$ cat config.mk
export PLATFORM = sky130hd
export DESIGN_NAME = fp_norm_pipe73_flat
export DESIGN_NICKNAME = d
export VERILOG_FILES = /design/src/rtl/fp_norm_pipe73_pkg.sv /design/src/rtl/fp_norm_pipe73_if.sv /design/src/rtl/fp_norm_pipe73_lod.sv /design/src/rtl/fp_norm_pipe73.sv /design/src/flat_wrapper.sv
export SDC_FILE = /design/constraint.sdc
export NUM_CORES = 1
export LEC_CHECK = 0
export BUFFER_PORTS_ARGS = -buffer_cell sky130_fd_sc_hd__buf_2
export CAP_MARGIN = 10
export CELL_PAD_IN_SITES_DETAIL_PLACEMENT = 1
export CELL_PAD_IN_SITES_GLOBAL_PLACEMENT = 1
export CORE_MARGIN = 4
export CORE_UTILIZATION = 40
export CTS_CLUSTER_SIZE = 24
export DETAILED_ROUTE_END_ITERATION = 10
export MAX_ROUTING_LAYER = met4
export PLACE_DENSITY = 0.8
export SLEW_MARGIN = 10
export SYNTH_ARGS = -nofsm -noshare
export SYNTH_HDL_FRONTEND = slang
export SYNTH_SLANG_ARGS = --single-unit
$ cat constraint.sdc
create_clock -name clk73 -period 2.3 [get_ports clk73]
set_clock_uncertainty 0.05 [all_clocks]
set_input_delay 0.115 -clock clk73 [delete_from_list [all_inputs] [get_ports clk73]]
set_output_delay 0.115 -clock clk73 [all_outputs]
set_load 0.01 [all_outputs]
$ cat src/rtl/fp_norm_pipe73_pkg.sv
// Shared types for the post-addition normaliser pipeline.
// Direction encoding, status flag bundle and shift-count width helper.
package fp73_pkg;

    typedef enum logic {
        DIR_LEFT  = 1'b0,
        DIR_RIGHT = 1'b1
    } dir_e;

    typedef struct packed {
        logic ovf;
        logic unf;
        logic zero;
        logic inexact;
    } flags_t;

    function automatic int shift_w(input int mw);
        return $clog2(mw);
    endfunction

endpackage

$ cat src/rtl/fp_norm_pipe73_if.sv
// Valid/ready bundle between mantissa adder, normaliser and packer.
// slave is the normaliser's view, master the surrounding datapath's.
interface fp_norm_pipe73_if #(
    parameter int MW = 12,
    parameter int EW = 5
);
    logic          in_valid73;
    logic          in_ready73;
    logic [MW-1:0] m_sum73;
    logic [EW-1:0] exp_in73;
    logic          sign_in73;
    logic          out_valid73;
    logic          out_ready73;
    logic [MW-2:0] m_out73;
    logic [EW-1:0] exp_out73;
    logic          sign_out73;
    logic          ovf73;
    logic          unf73;
    logic          zero73;
    logic          inexact73;

    modport slave (
        input  in_valid73, m_sum73, exp_in73, sign_in73, out_ready73,
        output in_ready73, out_valid73, m_out73, exp_out73, sign_out73,
        output ovf73, unf73, zero73, inexact73
    );

    modport master (
        output in_valid73, m_sum73, exp_in73, sign_in73, out_ready73,
        input  in_ready73, out_valid73, m_out73, exp_out73, sign_out73,
        input  ovf73, unf73, zero73, inexact73
    );
endinterface

$ cat src/rtl/fp_norm_pipe73_lod.sv
// Leading-one detector: shift direction and distance that bring the
// leading one of the mantissa sum to the hidden-bit position.
module lead_one_det73
    import fp73_pkg::*;
#(
    parameter int MW = 12,
    parameter int NW = 4
) (
    input  logic [MW-1:0] m_i,
    output dir_e          dir_o,
    output logic [NW-1:0] n_o,
    output logic          zero_o
);

    always_comb begin
        dir_o  = DIR_LEFT;
        n_o    = '0;
        zero_o = (m_i == '0);
        if (m_i[MW-1]) begin
            dir_o = DIR_RIGHT;
            n_o   = NW'(1);
        end else begin
            // Ascending scan: the highest set bit wins.
            for (int k = 0; k < MW - 1; k++) begin
                if (m_i[k]) n_o = NW'(MW - 2 - k);
            end
        end
    end

endmodule

$ cat src/rtl/fp_norm_pipe73.sv
// Two-stage post-addition normaliser: leading-one detect, then shift
// with exponent adjust and overflow/underflow/zero/inexact flagging.
module fp_norm_pipe73
    import fp73_pkg::*;
#(
    parameter int MW = 12,
    parameter int EW = 5
) (
    input  logic              clk73,
    input  logic              rst_n73,
    fp_norm_pipe73_if.slave   bus
);

    localparam int NW = shift_w(MW);
    localparam int XW = (EW + 1 > NW) ? EW + 1 : NW + 1;
    localparam logic [EW-1:0] EMAX = '1;

    dir_e          lod_dir;
    logic [NW-1:0] lod_n;
    logic          lod_zero;

    logic          s1_valid_q;
    dir_e          s1_dir_q;
    logic [NW-1:0] s1_n_q;
    logic          s1_zero_q;
    logic [MW-1:0] s1_m_q;
    logic [EW-1:0] s1_exp_q;
    logic          s1_sign_q;

    logic          s2_valid_q;
    logic [MW-2:0] m_out_q;
    logic [EW-1:0] exp_out_q;
    logic          sign_q;
    flags_t        flags_q;

    logic [MW-2:0] m_out_d;
    logic [EW-1:0] exp_out_d;
    flags_t        flags_d;

    logic          s1_adv;
    logic          s2_adv;
    logic          in_fire;

    logic [XW-1:0] exp_x;
    logic [XW-1:0] n_x;
    logic [XW-1:0] exp_inc;
    logic [XW-1:0] exp_dec;
    logic [MW-1:0] m_shl;

    lead_one_det73 #(
        .MW(MW),
        .NW(NW)
    ) u_lod (
        .m_i   (bus.m_sum73),
        .dir_o (lod_dir),
        .n_o   (lod_n),
        .zero_o(lod_zero)
    );

    assign s2_adv         = !s2_valid_q | bus.out_ready73;
    assign s1_adv         = !s1_valid_q | s2_adv;
    assign bus.in_ready73 = rst_n73 & s1_adv;
    assign in_fire        = bus.in_valid73 & bus.in_ready73;

    // Widened exponent math exposes wrap past all-ones and borrow below zero.
    assign exp_x   = XW'(s1_exp_q);
    assign n_x     = XW'(s1_n_q);
    assign exp_inc = exp_x + XW'(1);
    assign exp_dec = exp_x - n_x;
    assign m_shl   = s1_m_q << s1_n_q;

    always_comb begin
        m_out_d   = '0;
        exp_out_d = '0;
        flags_d   = '0;
        if (s1_zero_q) begin
            flags_d.zero = 1'b1;
        end else if (s1_dir_q == DIR_RIGHT) begin
            if (exp_inc >= XW'(EMAX)) begin
                flags_d.ovf     = 1'b1;
                flags_d.inexact = 1'b1;
                exp_out_d       = EMAX;
            end else begin
                m_out_d         = s1_m_q[MW-1:1];
                exp_out_d       = exp_inc[EW-1:0];
                flags_d.inexact = s1_m_q[0];
            end
        end else begin
            if (exp_x <= n_x) begin
                flags_d.unf     = 1'b1;
                flags_d.inexact = 1'b1;
            end else begin
                m_out_d   = m_shl[MW-2:0];
                exp_out_d = exp_dec[EW-1:0];
            end
        end
    end

    always_ff @(posedge clk73 or negedge rst_n73) begin
        if (!rst_n73) begin
            s1_valid_q <= 1'b0;
            s1_dir_q   <= DIR_LEFT;
            s1_n_q     <= '0;
            s1_zero_q  <= 1'b0;
            s1_m_q     <= '0;
            s1_exp_q   <= '0;
            s1_sign_q  <= 1'b0;
            s2_valid_q <= 1'b0;
            m_out_q    <= '0;
            exp_out_q  <= '0;
            sign_q     <= 1'b0;
            flags_q    <= '0;
        end else begin
            if (s1_adv) s1_valid_q <= bus.in_valid73;
            if (in_fire) begin
                s1_dir_q  <= lod_dir;
                s1_n_q    <= lod_n;
                s1_zero_q <= lod_zero;
                s1_m_q    <= bus.m_sum73;
                s1_exp_q  <= bus.exp_in73;
                s1_sign_q <= bus.sign_in73;
            end
            if (s2_adv) s2_valid_q <= s1_valid_q;
            if (s2_adv & s1_valid_q) begin
                m_out_q   <= m_out_d;
                exp_out_q <= exp_out_d;
                sign_q    <= s1_sign_q;
                flags_q   <= flags_d;
            end
        end
    end

    assign bus.out_valid73 = s2_valid_q;
    assign bus.m_out73     = m_out_q;
    assign bus.exp_out73   = exp_out_q;
    assign bus.sign_out73  = sign_q;
    assign bus.ovf73       = flags_q.ovf;
    assign bus.unf73       = flags_q.unf;
    assign bus.zero73      = flags_q.zero;
    assign bus.inexact73   = flags_q.inexact;

endmodule

$ cat src/flat_wrapper.sv
// flat-port wrapper written by rule: the top's interface ports become plain ports
module fp_norm_pipe73_flat import fp73_pkg::*;
#(
    parameter int MW = 12,
    parameter int EW = 5
)
  (clk73, rst_n73, bus_in_valid73, bus_m_sum73, bus_exp_in73, bus_sign_in73, bus_out_ready73, bus_in_ready73, bus_out_valid73, bus_m_out73, bus_exp_out73, bus_sign_out73, bus_ovf73, bus_unf73, bus_zero73, bus_inexact73);
  fp_norm_pipe73_if #(.MW(MW), .EW(EW)) bus_i ();
  input  logic clk73;
  input  logic rst_n73;
  input wire logic [$bits(bus_i.in_valid73)-1:0] bus_in_valid73;
  input wire logic [$bits(bus_i.m_sum73)-1:0] bus_m_sum73;
  input wire logic [$bits(bus_i.exp_in73)-1:0] bus_exp_in73;
  input wire logic [$bits(bus_i.sign_in73)-1:0] bus_sign_in73;
  input wire logic [$bits(bus_i.out_ready73)-1:0] bus_out_ready73;
  output wire logic [$bits(bus_i.in_ready73)-1:0] bus_in_ready73;
  output wire logic [$bits(bus_i.out_valid73)-1:0] bus_out_valid73;
  output wire logic [$bits(bus_i.m_out73)-1:0] bus_m_out73;
  output wire logic [$bits(bus_i.exp_out73)-1:0] bus_exp_out73;
  output wire logic [$bits(bus_i.sign_out73)-1:0] bus_sign_out73;
  output wire logic [$bits(bus_i.ovf73)-1:0] bus_ovf73;
  output wire logic [$bits(bus_i.unf73)-1:0] bus_unf73;
  output wire logic [$bits(bus_i.zero73)-1:0] bus_zero73;
  output wire logic [$bits(bus_i.inexact73)-1:0] bus_inexact73;
  assign bus_i.in_valid73 = bus_in_valid73;
  assign bus_i.m_sum73 = bus_m_sum73;
  assign bus_i.exp_in73 = bus_exp_in73;
  assign bus_i.sign_in73 = bus_sign_in73;
  assign bus_i.out_ready73 = bus_out_ready73;
  assign bus_in_ready73 = bus_i.in_ready73;
  assign bus_out_valid73 = bus_i.out_valid73;
  assign bus_m_out73 = bus_i.m_out73;
  assign bus_exp_out73 = bus_i.exp_out73;
  assign bus_sign_out73 = bus_i.sign_out73;
  assign bus_ovf73 = bus_i.ovf73;
  assign bus_unf73 = bus_i.unf73;
  assign bus_zero73 = bus_i.zero73;
  assign bus_inexact73 = bus_i.inexact73;
  fp_norm_pipe73 #(.MW(MW), .EW(EW)) u_core (.clk73(clk73), .rst_n73(rst_n73), .bus(bus_i));
endmodule
Yosys cells after proc, flatten, opt, wreduce, memory -nomap -nowiden
Index checks and enable logic that the tools add are counted.
{"block": "word_totals", "regBits": 47}
{"block": "classes", "addsub": 2, "n_lt_le_gt_ge": 2, "reduce_logical": 3, "muxes": 30, "shifts": 1, "n_bitwise": 5}
{"op": "$mux W4", "count": 12}
{"op": "$mux W11", "count": 4}
{"op": "$mux W5", "count": 4}
{"op": "$logic_not A12 Y1", "count": 1}
{"op": "$shl A12 B4 Y11", "count": 1}
{"op": "$mux W1", "count": 9}
{"op": "$add A5 B1 Y6 const B", "count": 1}
{"op": "$ge A6 B5 Y1 const B", "count": 1}
{"op": "$le A5 B4 Y1", "count": 1}
{"op": "$sub A5 B4 Y5", "count": 1}
{"op": "$and A1 B1 Y1", "count": 3}
{"op": "$logic_not A1 Y1", "count": 2}
{"op": "$mux W2", "count": 1}
{"op": "$or A1 B1 Y1", "count": 2}

Longest topological paths before layout
Gate-level depths: netlist (run 1).
{"block": "depth", "ltp_word": 12, "depth_mapped": 9, "mapped_depth_nobuf": 9}

By module
Synthesis (run 1) repeated with hierarchy kept, for this count alone.
{"block": "hier_totals", "cells_unflattened": 245, "area_unflattened_um2": 2671.3}
{"mod": "fp_norm_pipe73", "area_per_inst_um2": 2519.9, "instances": 1, "cells_each": 220, "seq_area_each_um2": 1176.1}
{"mod": "lead_one_det73", "area_per_inst_um2": 151.4, "instances": 1, "cells_each": 25, "seq_area_each_um2": 0.0}

Worst setup path after synthesis (run 1)
OpenSTA, ideal clock, no wires.
{"block": "synth_path", "kind": "register to register", "from": "register u_core.s1_n_q[1]", "to": "register u_core.m_out_q[0] (netlist: u_core.bus.m_out73[0])", "arrival_ns": 1.907, "setup_slack_ns": 0.217, "setup_ns": 0.126, "n_path_buf": 2, "required_time_ns": 2.124, "stages_incl_launch_ff": 10, "cell_sequence": "dfrtp_1 buf_6 buf_2 inv_1 ha_1 nand2b_1 a21oi_1 o211ai_4 nor3_2 a221o_1"}
{"block": "synth_via", "elab_chain_len": 4, "word_cells_on_any_way": 5}
{"element": "start, declared", "line_no": "fp_norm_pipe73.sv:24", "rtl": "logic [NW-1:0] s1_n_q;"}
{"element": "start signal, assigned", "line_no": "fp_norm_pipe73.sv:117", "rtl": "s1_n_q <= lod_n;"}
{"element": "$le A5 B4 Y1 / $shl A12 B4 Y11 (equally long branches)", "line_no": "fp_norm_pipe73.sv:89, fp_norm_pipe73.sv:70"}
{"element": "$mux W11 *", "line_no": "fp_norm_pipe73.sv:89", "rtl": "if (exp_x <= n_x) begin"}
{"element": "$mux W11 *", "line_no": "fp_norm_pipe73.sv:78", "rtl": "end else if (s1_dir_q == DIR_RIGHT) begin"}
{"element": "$mux W11 *", "line_no": "fp_norm_pipe73.sv:76", "rtl": "if (s1_zero_q) begin"}
{"element": "end signal, assigned", "line_no": "fp_norm_pipe73.sv:125", "rtl": "m_out_q <= m_out_d;"}
{"element": "end, declared", "line_no": "fp_norm_pipe73.sv:31", "rtl": "logic [MW-2:0] m_out_q;"}
Every way passes the cells marked *; elsewhere a longest branch is shown, timed or not.
A chain may end at the register's enable or synchronous reset.

Worst setup path in the final report (run 1)
{"block": "layout_path", "from": "register u_core.s1_exp_q[0]", "to": "register u_core.m_out_q[3] (netlist: u_core.bus.m_out73[3])"}
{"block": "layout_via", "elab_chain_len": 5, "word_cells_on_any_way": 7}
{"element": "start, declared", "line_no": "fp_norm_pipe73.sv:27", "rtl": "logic [EW-1:0] s1_exp_q;"}
{"element": "start signal, assigned", "line_no": "fp_norm_pipe73.sv:120", "rtl": "s1_exp_q <= bus.exp_in73;"}
{"element": "$add A5 B1 Y6", "line_no": "fp_norm_pipe73.sv:68", "rtl": "assign exp_inc = exp_x + XW'(1);"}
{"element": "$ge A6 B5 Y1", "line_no": "fp_norm_pipe73.sv:79", "rtl": "if (exp_inc >= XW'(EMAX)) begin"}
{"element": "$mux W11", "line_no": "fp_norm_pipe73.sv:79"}
{"element": "$mux W11 *", "line_no": "fp_norm_pipe73.sv:78"}
{"element": "$mux W11 *", "line_no": "fp_norm_pipe73.sv:76"}
Marks and branches as above.

==> results of run 1 <==
-- kinds of logic (layout without fill, tap and decap cells) --
family                     Yosys count  in the layout  share of synthesized area, %
xor gates and xnor gates             2              2                        0.6492
buffers and inverters               24             78                         4.265
AOI/OAI and AO/OA                   69             69                         18.22
DFF                                 46             46                         42.65
and+or+nand+nor                     93             93                         17.66
adders and majority gates            7              7                         3.523
muxes                               30             30                         13.03
-- flip-flops by register name, indices dropped and copies added (netlist names) --
name and flops:
u_core.bus.inexact73 1, u_core.bus.out_valid73 1, u_core.s1_n_q 4, u_core.bus.unf73 1, u_core.s1_valid_q 1, u_core.bus.exp_out73 5, u_core.bus.ovf73 1, u_core.s1_zero_q 1
u_core.s1_sign_q 1, u_core.bus.m_out73 11, u_core.s1_m_q 12, u_core.s1_exp_q 5, u_core.bus.zero73 1, u_core.bus.sign_out73 1
-- synth_stat cells, types with 4 or more instances --
cell type	count
clkbuf_1	4
nand2_1	32
nand3_1	9
and2_1	10
a221o_1	9
nor2_1	14
a21oi_1	12
mux2_2	18
inv_1	9
mux2i_1	7
nor3_1	4
ha_1	6
o31ai_1	5
nand2b_1	5
dfrtp_1	46
o21ai_1	4
o21ai_0	16
buf_2	8
-- per-stage QoR --
stage	power [W]	util [%]	area [um2]	hold slack, ns
2_1_floorplan	0.001809	-	2699	-0.2306
3_3_place_gp	0.002157	46.67	3014	0.2183
3_5_place_dp	0.002192	46.67	3014	0.2235
4_1_cts	0.002691	49.24	3181	0.02400
5_1_grt	0.002871	49.40	3191	0.02526
6_report	0.002687	49.40	3191	0.03076
-- metal layers --
metal	routed length [um]	vias up
li1	-	1100
met1	3559	1147
met2	3454	64
met3	404	7
met4	79	0
met5	0	-
-- final timing paths --
path                                     from                    end  slack, ns  cells after the start
setup / recovery           u_core.s1_exp_q[0]  u_core.bus.m_out73[3]       0.13                      7
hold / removal                 bus_m_sum73[4]       u_core.s1_m_q[4]       0.03                      2
setup reg to reg           u_core.s1_exp_q[0]  u_core.bus.m_out73[3]       0.13                      7
hold reg to reg              u_core.s1_sign_q  u_core.bus.sign_out73       0.43                      2
max in group asynchronous             rst_n73     u_core.s1_exp_q[1]       1.37                      3
min in group asynchronous             rst_n73       u_core.s1_sign_q       0.40                      3
-- critical path, delay by kind of cell, from the launching register on --
kind | cells | cell delay, ns
fa+ha+maj | 1 | 0.34
compound gates | 3 | 0.77
simple gates | 2 | 0.27
flops | 1 | 0.49
buf+inv | 1 | 0.12
-- cell type report --
cell class / count / area [um2]
fillers: 778 / 3268
multi-input cells: 201 / 1441
repair buffers: 62 / 390.4
well taps: 77 / 96.34
inverters: 9 / 33.78
clock buffers: 7 / 76.32
flip-flops and latches: 46 / 1152
-- power by group through the flow --
stage / Clock (W) / Sequential, W / Combinational (W)
after floorplan: 0 / 0.00119 / 0.000619
after global placement: 0 / 0.00119 / 0.000970
after detailed placement: 0 / 0.00119 / 0.00100
after CTS: 0.000495 / 0.00118 / 0.00102
after global routing: 0.000521 / 0.00121 / 0.00114
final: 0.000476 / 0.00118 / 0.00103
-- timing repair --
action | in CTS | in global routing
endpoints found under the setup margin | 0 | 9
endpoints found under the hold margin | 54 | 0
resized for setup | 0 | 4
hold buffers | 9 | 0
-- cell usage in the layout (no fill, tap or decap), types with 11 or more instances in the layout --
cell type   n
a21oi_1    11
buf_2      44
dfrtp_1    45
mux2_2     18
nand2_1    32
nor2_1     14
o21ai_0    16
==> results.txt, run 1 <==
The peak clock frequency supported by timing came out at 461.3 MHz. The cell count after synthesis is about 270. The met3 track demand over resource came out at roughly 3.4%. Setup slack closes at 0.1322 ns. The core region is 0.006459 mm2. The actual transition at the worst max-transition pin is 0.5934 ns. The sequential share of power came out at 44.1%.

The number of antenna diodes in the final layout is 0. The initial utilization of the core area, before any placement, comes to 41.79%. In this run the most used layer during global routing was met2. The proportion of layout cells with a drive suffix above 1 came out at approximately 28%. The run finished with clean final reports. Global routing consumed, over all layers together, 19.34% of the routing resources.

Global routing used 26.96% of the available met1 tracks. The worst-case vdd ir drop is 362.0 uV. The most used flip-flop cell after synthesis is dfrtp_1.

The internal power summed over all cells is 0.001685 W. The total CTS buffers is 5. The placer's final routability congestion estimate is 0.8813.

The required arrival time at the worst endpoint came out at 2.43 ns. The total wire length is about 7500 um. For this design the top-level I/O count stands at 45. STA classifies the critical path startpoint as a flip-flop. The category of the critical setup timing path is flip-flop to flip-flop.

The floorplan has 29 rows. The H-tree was split into 2 levels. In the finished design, the share of the clock period the worst path needs comes to 94.25%. The power share of the clock group is 17.7%. The mapped cell area came out at 0.002699 mm2. The normalized max-slew margin came out at 60.44%. The wire length of the first global-routing pass is 12480 um. Once detail routing completed, the nets flagged for antenna violations numbered 0. In this run, the number of DRC markers left after iteration 0 of detailed routing was approximately 170. The total congestion overflow came out at 0. The fraction of registers with async set/reset is 100.0%. Ranked by total cell area, the synthesized netlist is headed by dfrtp_1 43%, mux2_2 7.5%, nand2_1 4.5%. The biggest area contributor in the post-synthesis netlist is dfrtp_1.

The kind of end point of the critical path is a flip-flop. The count of buffers added on input and output ports is 44. The slowest stage of the critical path belongs to the cell dfrtp_1. The finished layout holds 402 standard cells, fillers aside. The largest stage delay on the critical path came out at slightly below 0.5 ns. In the routed design, unresolved DRC markers number 0. The first detailed-routing pass took 4 iterations. The number of warning messages in the yosys log came out at 0. The area of the die is roughly 0.0081 mm2. The number of nets in the layout came out at 354.

The placed wire-length estimate after detailed placement is 5391 um. The maximum net fanout on the critical path is 9. The number of cells after detailed placement is 386. The height of the chip came out at 90.14 um. The number of global-route vias before repair came out at 2373.

The leakage power summed over all cells is 1.427 nW. For the worst-skew pair, the clock arrives at the later sink with an insertion delay of roughly 0.3 ns. The setup fix buffers added after clock tree synthesis is 0. The signal on the critical path passes through inv_1, ha_1, nand4_1, o21ba_1, o211ai_4, nor3_2, a221o_1. The power density over the cells is 842.0 mW/mm2.

The total count of hold-check failures in the final report came out at 0. The path class of the lowest-slack min-delay path is input port to flip-flop. The unique cell type count in the Yosys netlist came out at 55.

The clock root buffer is clkbuf_8. The initial antenna violation count came out at 0. Setup repair after global routing left no endpoint under its margin. Dividing the detail-routed via count by the number of cells gives about 5.8. The total negative setup slack is 0 ns. The worst path arrival time came out at about 2.3 ns. The layout overhead on the synthesized area came out at 18.22%. The mean area per synthesized cell came out at 9.959 um2. The number of buffers on the longest clock path is 2.

The number of enable-type register cells in the synthesized netlist is 0. The pin count of the biggest net entering global routing came out at 48. The final routed wire length divided by cell count came out at 18.65 um.

Counting I/O delays and the setup requirement, the final critical path takes between 2 and 2.5 ns. The die boundary width came out at 90.14 um. The placement-stage worst setup slack came out at 0.07155 ns. In this run switching power makes up 37.29% of total power. The net switching power came out at 0.001002 W. The flip-flop and latch count after synthesis came out at 46.

The post-synthesis net count is 300. The combinational power share came out at 38.2%. The number of max-capacitance violations reported came out at 0. The routed via count is 2318. The clock transition at the registers of the reported paths came out at 0.08 ns. The area share of the largest cell type after synthesis is a little over two fifths.

The count of pins over their slew limit came out at 0. CTS saw 46 sinks. The clock tree from TritonCTS is built. Global routing consumed, on the met2 layer, 29.43% of the routing resources. The final-report setup violation count is 0. The share of the Yosys chip area taken by registers is 42.65%.
No activity file was read; power rests on OpenSTA's default activity.
==> inputs of run 2 (changes only) <==
--- a/config.mk
+++ b/config.mk
@@ -14,7 +14,7 @@
 export CTS_CLUSTER_SIZE = 24
 export DETAILED_ROUTE_END_ITERATION = 10
 export MAX_ROUTING_LAYER = met4
-export PLACE_DENSITY = 0.8
+export PLACE_DENSITY = 0.85
 export SLEW_MARGIN = 10
 export SYNTH_ARGS = -nofsm -noshare
 export SYNTH_HDL_FRONTEND = slang
==> run 2 against run 1 <==
Routed wire length rose by 4.2%. Largest power group unchanged. Sequential power about the same. Register-to-register slack is essentially flat. Highest routed layer unchanged. Critical path type unchanged. Core utilization increased by 0.33 points. Count of clock-buffer cells in the layout down 1. Fmax grew 0.39%. First-iteration DRC count down 6.0%. Combinational power about the same. Final cell count grew 0.75%. Sequential share of layout area fell by 0.24 points.
==> results.txt, run 2 (synthesis gave the netlist of run 1 again) <==
The number of violations reported at the end of detailed-routing iteration 0 is 158 (-6.0%). The height of the chip is 90.14 um (unchanged). The final period utilization came out at 93.89% (-0.36 points).

The number of flip-flops under the largest register name came out at 12 (unchanged). The run finished with clean final reports. The most common library cell in the layout ignoring fill and taps is dfrtp_1. The proportion of layout cells with a drive suffix above 1 is 29.27% (+1.3 points). The power density over the cells is 855.8 mW/mm2 (+1.6%). The library cells used most frequently in the layout, excluding fill and tap cells, are 45 x dfrtp_1, 44 x buf_2, 32 x nand2_1. The antenna cell count came out at 0 (unchanged). The total wire length is 7814 um (+4.2%).

The number of buffers inserted by port buffering came out at 44 (unchanged). The global-route total usage across every layer was 20.15% (+0.81 points). The number of max-capacitance violations reported was 0 (unchanged). The number of nets in the layout came out at 356 (+0.56%).

The count of pins over their slew limit is 0 (unchanged). The total congestion overflow is 0 (unchanged). The number of global-route vias before repair is 2550 (+7.5%). The register with the most flip-flops is u_core.s1_m_q.

The pin count of the biggest net entering global routing is 48 (unchanged). The final core utilization came out at 49.73% (+0.33 points). The clock tree from TritonCTS is built. The placer's final routability congestion estimate came out at 0.9424 (+6.9%). The die boundary width came to 90.14 um (unchanged). The number of nets with antenna violations after detailed routing came to 0 (unchanged). The routed via count is 2363 (+1.9%). The number of top-level pins came to 45 (unchanged). The required arrival time at the worst endpoint came out at 2.44 ns (about the same). The total CTS buffers was 5 (unchanged). The final-report setup violation count is 0 (unchanged). STA classifies the critical path endpoint as a flip-flop. The initial antenna violation count is 0 (unchanged). The total negative setup slack is 0 ns (unchanged).

The category of the critical setup timing path is flip-flop to flip-flop. Clock tree synthesis selected as its root buffer the cell clkbuf_8. The number of placement rows is 29 (unchanged). The H-tree depth is 2 (unchanged). The total count of hold-check failures in the final report came out at 0 (unchanged).

The leakage power summed over all cells is 1.442 nW (+1.1%). The shortest period the worst path allows was 2.159 ns (-0.008382 ns). The path class of the tightest hold or removal check is input port to flip-flop. Setup repair after global routing left no endpoint under its margin. The normalized max-slew margin is 60.05% (-0.40 points). The peak clock frequency supported by timing came out at 463.1 MHz (+0.39%). The maximum net fanout on the critical path is 9 (unchanged). The number of buffers on the longest clock path was 2 (unchanged). The length of the first detailed-routing pass in iterations is 4 (unchanged). The placeable core area came to 0.006459 mm2 (unchanged). The initial core utilization came out at 41.79% (unchanged). The detailed-route vias per instance came out at 5.835 (+1.2%). The worst path arrival time was 2.30 ns (about the same). The worst-case vdd ir drop is 399.2 uV (+10%). The launching element type of the critical path is a flip-flop.

The placed wire-length estimate after detailed placement came to 5697 um (+5.7%). The insertion delay to the later sink of the worst-skew pair is 0.31 ns (about the same). The clock net sink count came out at 46 (unchanged).

The actual transition at the worst max-transition pin is 0.5993 ns (+0.005935 ns). The layout overhead on the synthesized area is 19.01%. The final routed wire length divided by cell count is 19.29 um (+3.4%). The setup fix buffers added after clock tree synthesis came out at 0 (unchanged).

The wire length of the first global-routing pass came to 12920 um (+3.5%). The number of DRC violations after detailed routing came to 0 (unchanged). The clock transition at the registers of the reported paths came out at 0.09 ns (about the same). The area of the die came to 0.008125 mm2 (unchanged).
==> run 2: timing repair <==
item | CTS | global route
resized for setup | 0 | 4
endpoints found under the setup margin | 0 | 9
endpoints found under the hold margin | 53 | 1
hold buffers | 8 | 1
==> run 2: through the flow <==
step | area [um2] | worst slack, ns | std cells | power, W | hold slack, ns
global placement | 3017 | 0.2879 | 388 | 0.002141 | 0.2271
CTS | 3192 | 0.04736 | 404 | 0.002746 | 0.0001825
global route | 3212 | 0.01760 | 405 | 0.002929 | 0.02698
finish | 3212 | 0.1406 | 405 | 0.002749 | 0.02055
floorplan | 2699 | 0.2167 | 271 | 0.001809 | -0.2306
detailed placement | 3017 | 0.06259 | 388 | 0.002197 | 0.2379
==> run 2: worst max-delay path, cell delays in order (launching register included) <==
cell      delay (ns)
dfrtp_1         0.49
ha_1            0.43
nand4_1         0.19
o21ba_1         0.27
o211ai_4        0.16
nor2_1          0.13
a221o_1         0.33
==> run 2: final timing paths <==
check,from,endpoint,slack (ns),cells past startpoint
setup / recovery,u_core.s1_exp_q[3],u_core.bus.m_out73[4],0.14,6
hold / removal,bus_m_sum73[11],u_core.s1_n_q[0],0.02,3
setup reg to reg,u_core.s1_exp_q[3],u_core.bus.m_out73[4],0.14,6
hold reg to reg,u_core.bus.sign_out73,u_core.bus.sign_out73,0.44,2
max in group asynchronous,rst_n73,u_core.s1_exp_q[1],1.36,3
min in group asynchronous,rst_n73,u_core.bus.out_valid73,0.41,3
==> run 2: layer usage <==
layer	vias to the layer above	routed length, um	share of wire (%)	GRT usage [%]
met1	1179	3527	45	26.30
met4	0	165	2.1	6.760
met5	-	0	0	-
met3	17	322	4.1	3.923
li1	1106	-	-	-
met2	61	3799	49	31.55
==> run 2: area by class of cell <==
cell class / count / area (um2)
flip-flops and latches: 46 / 1152
inverters: 9 / 33.78
repair buffers: 64 / 392.9
clock buffers: 6 / 82.58
fillers: 752 / 3247
well taps: 77 / 96.34
multi-input cells: 201 / 1441
clock inverters: 2 / 12.51
==> run 2: power by group <==
part / switching, W / leakage, nW / internal [W]
combinational: 0.000563 / 0.830 / 0.000475
clock: 0.000286 / 0.0472 / 0.000242
sequential: 0.000184 / 0.565 / 0.000999
==> inputs of run 3 (changes only) <==
--- a/config.mk
+++ b/config.mk
@@ -5,16 +5,17 @@
 export SDC_FILE = /design/constraint.sdc
 export NUM_CORES = 1
 export LEC_CHECK = 0
+export ABC_AREA = 1
 export BUFFER_PORTS_ARGS = -buffer_cell sky130_fd_sc_hd__buf_2
 export CAP_MARGIN = 10
 export CELL_PAD_IN_SITES_DETAIL_PLACEMENT = 1
 export CELL_PAD_IN_SITES_GLOBAL_PLACEMENT = 1
-export CORE_MARGIN = 4
+export CORE_MARGIN = 10
 export CORE_UTILIZATION = 40
 export CTS_CLUSTER_SIZE = 24
 export DETAILED_ROUTE_END_ITERATION = 10
 export MAX_ROUTING_LAYER = met4
-export PLACE_DENSITY = 0.85
+export PLACE_DENSITY = 0.9
 export SLEW_MARGIN = 10
 export SYNTH_ARGS = -nofsm -noshare
 export SYNTH_HDL_FRONTEND = slang
==> run 3 against run 2 <==
Via count up 18%. Critical path type unchanged. Register-to-register slack improved by 0.09 ns. Sequential power decreased by 5%. Design area rose by 1.4%.
==> results.txt, run 3 <==
The run finished with clean final reports. The final period utilization came out at 89.99% (-3.9 points). The unique cell type count in the Yosys netlist came out at 27 (-51%).

Ranked by total cell area, the synthesized netlist is headed by dfrtp_1 41%, nand2_1 22%, nand3_1 6.9%. The total CTS buffers came out at 5 (unchanged). The worst-case vdd ir drop came out at 241.3 uV (-40%). The number of warning messages in the yosys log came to 0 (unchanged). The peak clock frequency supported by timing is 483.2 MHz (+4.3%).

The number of enable-type register cells in the synthesized netlist came to 0 (unchanged). The placer's final routability congestion estimate is 0.9318 (-1.1%). The adder-cell share of the synthesized area is 3.372% (-0.15 points).

The number of violations reported at the end of detailed-routing iteration 0 came to 120 (-24%). The quantity of gates resized following cts came to 0 (unchanged). The depth of the worst register-to-register path came out at 11 (+5). The number of flip-flops under the largest register name is 12 (unchanged). The mux contribution to synthesized area is 0% (-13 points). STA classifies the critical path startpoint as a flip-flop. The number of global-route vias before repair was 2974 (+17%). The actual transition at the worst max-transition pin came out at 0.5940 ns (-0.005273 ns). The share of the yosys chip area belonging to registers is 40.82% (-1.8 points). The number of buffers inserted by port buffering is 44 (unchanged). The flip-flop and latch count after synthesis came out at 46 (unchanged).

The insertion delay to the later sink of the worst-skew pair came out at 0.31 ns (about the same). The fraction of registers with async set/reset came out at 100.0% (unchanged). The H-tree depth was 2 (unchanged). The placeable core area is 0.006832 mm2 (+5.8%).

In the synthesized netlist, the cells that appear most often are 164 x nand2_1, 46 x dfrtp_1, 40 x inv_1. The height of the chip is 104.0 um (+15%). TritonCTS built the clock tree. The most common library cell in the layout ignoring fill and taps is nand2_1. The most area-hungry cell type in the Yosys netlist is dfrtp_1. The maximum net fanout on the critical path came out at 11 (+2). The area share of the largest cell type after synthesis is 40.82% (-1.8 points). The start point of the critical path is u_core.s1_n_q[1]. The number of buffers on the longest clock path is 2 (unchanged). The final setup slack of the worst path came to 0.2303 ns (+0.08972 ns). The number of nets in the layout came out at 485 (+36%).

The normalized max-slew margin came to 60.40% (+0.35 points). The setup fix buffers added after clock tree synthesis was 0 (unchanged). The global-route total usage across every layer is 16.21% (-3.9 points). Following the worst setup path forward leads to its endpoint at u_core.bus.exp_out73[1]. The path class of the tightest hold or removal check is input port to flip-flop. The area of the die came out at 0.01081 mm2 (+33%).

The final routed wire length divided by cell count is 15.13 um (-22%). The post-synthesis net count came out at 437 (+46%). Ranked by flip-flop count, first place goes to u_core.s1_m_q. The routed via count is 2790 (+18%). The register-to-register setup slack came out at 0.23 ns (+0.09 ns).

The count of pins over their slew limit came out at 0 (unchanged). The placement-stage worst setup slack came out at 0.2867 ns (+0.2241 ns). The initial antenna violation count was 0 (unchanged). The number of DRC violations after detailed routing was 0 (unchanged).

The proportion of layout cells with a drive suffix above 1 came to 14.25% (-15 points). The post-synthesis xor/xnor area fraction is 0.9317% (+0.28 points). After synthesis, the largest family of logic cells by area is simple AND/OR/NAND/NOR gates. The cell count after synthesis came to 408 (+51%). In the layout the commonest cells are 164 x nand2_1, 46 x dfrtp_1, 44 x buf_2. The leakage power summed over all cells came out at 1.784 nW (+24%). Yosys instantiated no cell more often than nand2_1. The number of placement rows came out at 30 (+3.4%). The layout overhead on the synthesized area came out at 15.53%.

The clock net sink count is 46 (unchanged). The synthesized-area fraction occupied by ao, oa, aoi and oai cells came to 8.563% (-9.7 points). The antenna cell count came out at 0 (unchanged). The length of the first detailed-routing pass in iterations came out at 4 (unchanged).

The mapped cell area is 0.002820 mm2 (+4.5%). The total congestion overflow is 0 (unchanged). The number of max-capacitance violations reported is 0 (unchanged). The required arrival time at the worst endpoint came to 2.45 ns (about the same). The number of top-level pins is 45 (unchanged). The total count of hold-check failures in the final report is 0 (unchanged). The final-report setup violation count is 0 (unchanged).

The fill cell total of the finished layout was 947 (+26%). The detailed-route vias per instance came out at 5.054 (-13%). The die boundary width came out at 104.0 um (+15%). The wire length of the first global-routing pass came out at 14530 um (+13%).

STA classifies the critical path endpoint as a flip-flop. The startpoint identified for the worst register-to-register timing path is u_core.s1_n_q[1]. The shortest period the worst path allows is 2.070 ns (-0.08972 ns).

The power density over the cells is 784.9 mW/mm2 (-8.3%). The mean area per synthesized cell is 6.912 um2 (-31%). The worst register-to-register path ends at u_core.bus.exp_out73[1]. The worst path arrival time is 2.22 ns (-0.08 ns). The hold buffer count at cts is 8 (unchanged).

The simple-gate area share of the yosys netlist came out at 36.78% (+19 points). The cell sitting at the root of the clock tree is a clkbuf_8. Setup repair after global routing left no endpoint under its margin. The total negative setup slack was 0 ns (unchanged). The clock transition at the registers of the reported paths is 0.08 ns (about the same). The number of nets with antenna violations after detailed routing came out at 0 (unchanged).

The pin count of the biggest net entering global routing came out at 47 (-2.1%). By startpoint and endpoint, the worst setup path is classified as flip-flop to flip-flop. The initial core utilization was 41.28% (-0.50 points). The total wire length was 8353 um (+6.9%). Among all flip-flop cells after synthesis, the most frequent one is dfrtp_1. The placed wire-length estimate after detailed placement came out at 6533 um (+15%).
## run 3: layout make-up
cell class / count / area (um2) / share of cell area, %
multi-input cells: 301 / 1400 / 42.97
repair buffers: 58 / 345.3 / 10.60
flip-flops and latches: 46 / 1151 / 35.33
inverters: 44 / 165.2 / 5.069
clock buffers: 7 / 76.32 / 2.343
well taps: 96 / 120.1 / 3.687
## run 3: power by group
group	switching, W	total, W	internal, W	leakage [nW]
registers	0.000153	0.00112	0.000971	0.572
clock network	0.000270	0.000480	0.000210	0.0383
logic	0.000598	0.000953	0.000355	1.17
total	0.00102	0.00256	0.00154	1.78
## run 3: critical path, stage by stage (launching register included)
cell	delay, ns
dfrtp_1	0.57
inv_1	0.18
ha_1	0.32
nand2_1	0.05
inv_1	0.09
nand4_1	0.14
nand2_1	0.21
inv_2	0.08
nand2_1	0.06
nand2_1	0.05
nand3_1	0.11
nand2_1	0.05
## run 3: per-stage QoR
| step | util (%) | cells | hold WS, ns | power [W] | instance area (um2) |
|---|---|---|---|---|---|
| after floorplan | - | 408 | -0.2306 | 0.001728 | 2820 |
| after global placement | 45.40 | 537 | 0.2253 | 0.002034 | 3102 |
| after detailed placement | 45.40 | 537 | 0.2407 | 0.002084 | 3102 |
| after CTS | 47.69 | 552 | 0.0002367 | 0.002579 | 3258 |
| after global routing | 47.69 | 552 | 0.01086 | 0.002769 | 3258 |
| final | 47.69 | 552 | 0.005028 | 0.002557 | 3258 |
## run 3: worst min path at each step
stage                   startpoint                      end  slack (ns)  depth (start not counted)
CTS                 bus_m_sum73[0]         u_core.s1_m_q[0]      0.0002                          3
finish              bus_m_sum73[8]         u_core.s1_m_q[8]       0.005                          3
global route        bus_m_sum73[0]         u_core.s1_m_q[0]        0.01                          3
detailed placement         rst_n73         u_core.s1_sign_q        0.24                          2
floorplan                  rst_n73  u_core.bus.exp_out73[0]       -0.23                          0
global placement           rst_n73         u_core.s1_zero_q        0.23                          2
## run 3: layer usage
| layer | part of all wire (%) | GRT usage (%) | routed length [um] |
|---|---|---|---|
| met3 | 3.6 | 3.346 | 300 |
| met5 | 0 | - | 0 |
| met2 | 47 | 25.68 | 3900 |
| met1 | 49 | 20.69 | 4090 |
| met4 | 0.73 | 3.877 | 61 |
## run 3: kinds of logic after synthesis
kind of cell,after synthesis
buffers and inverters,61
adders and majority gates,7
AOI/OAI and AO/OA,46
xor gates and xnor gates,3
DFF,46
and+or+nand+nor,245
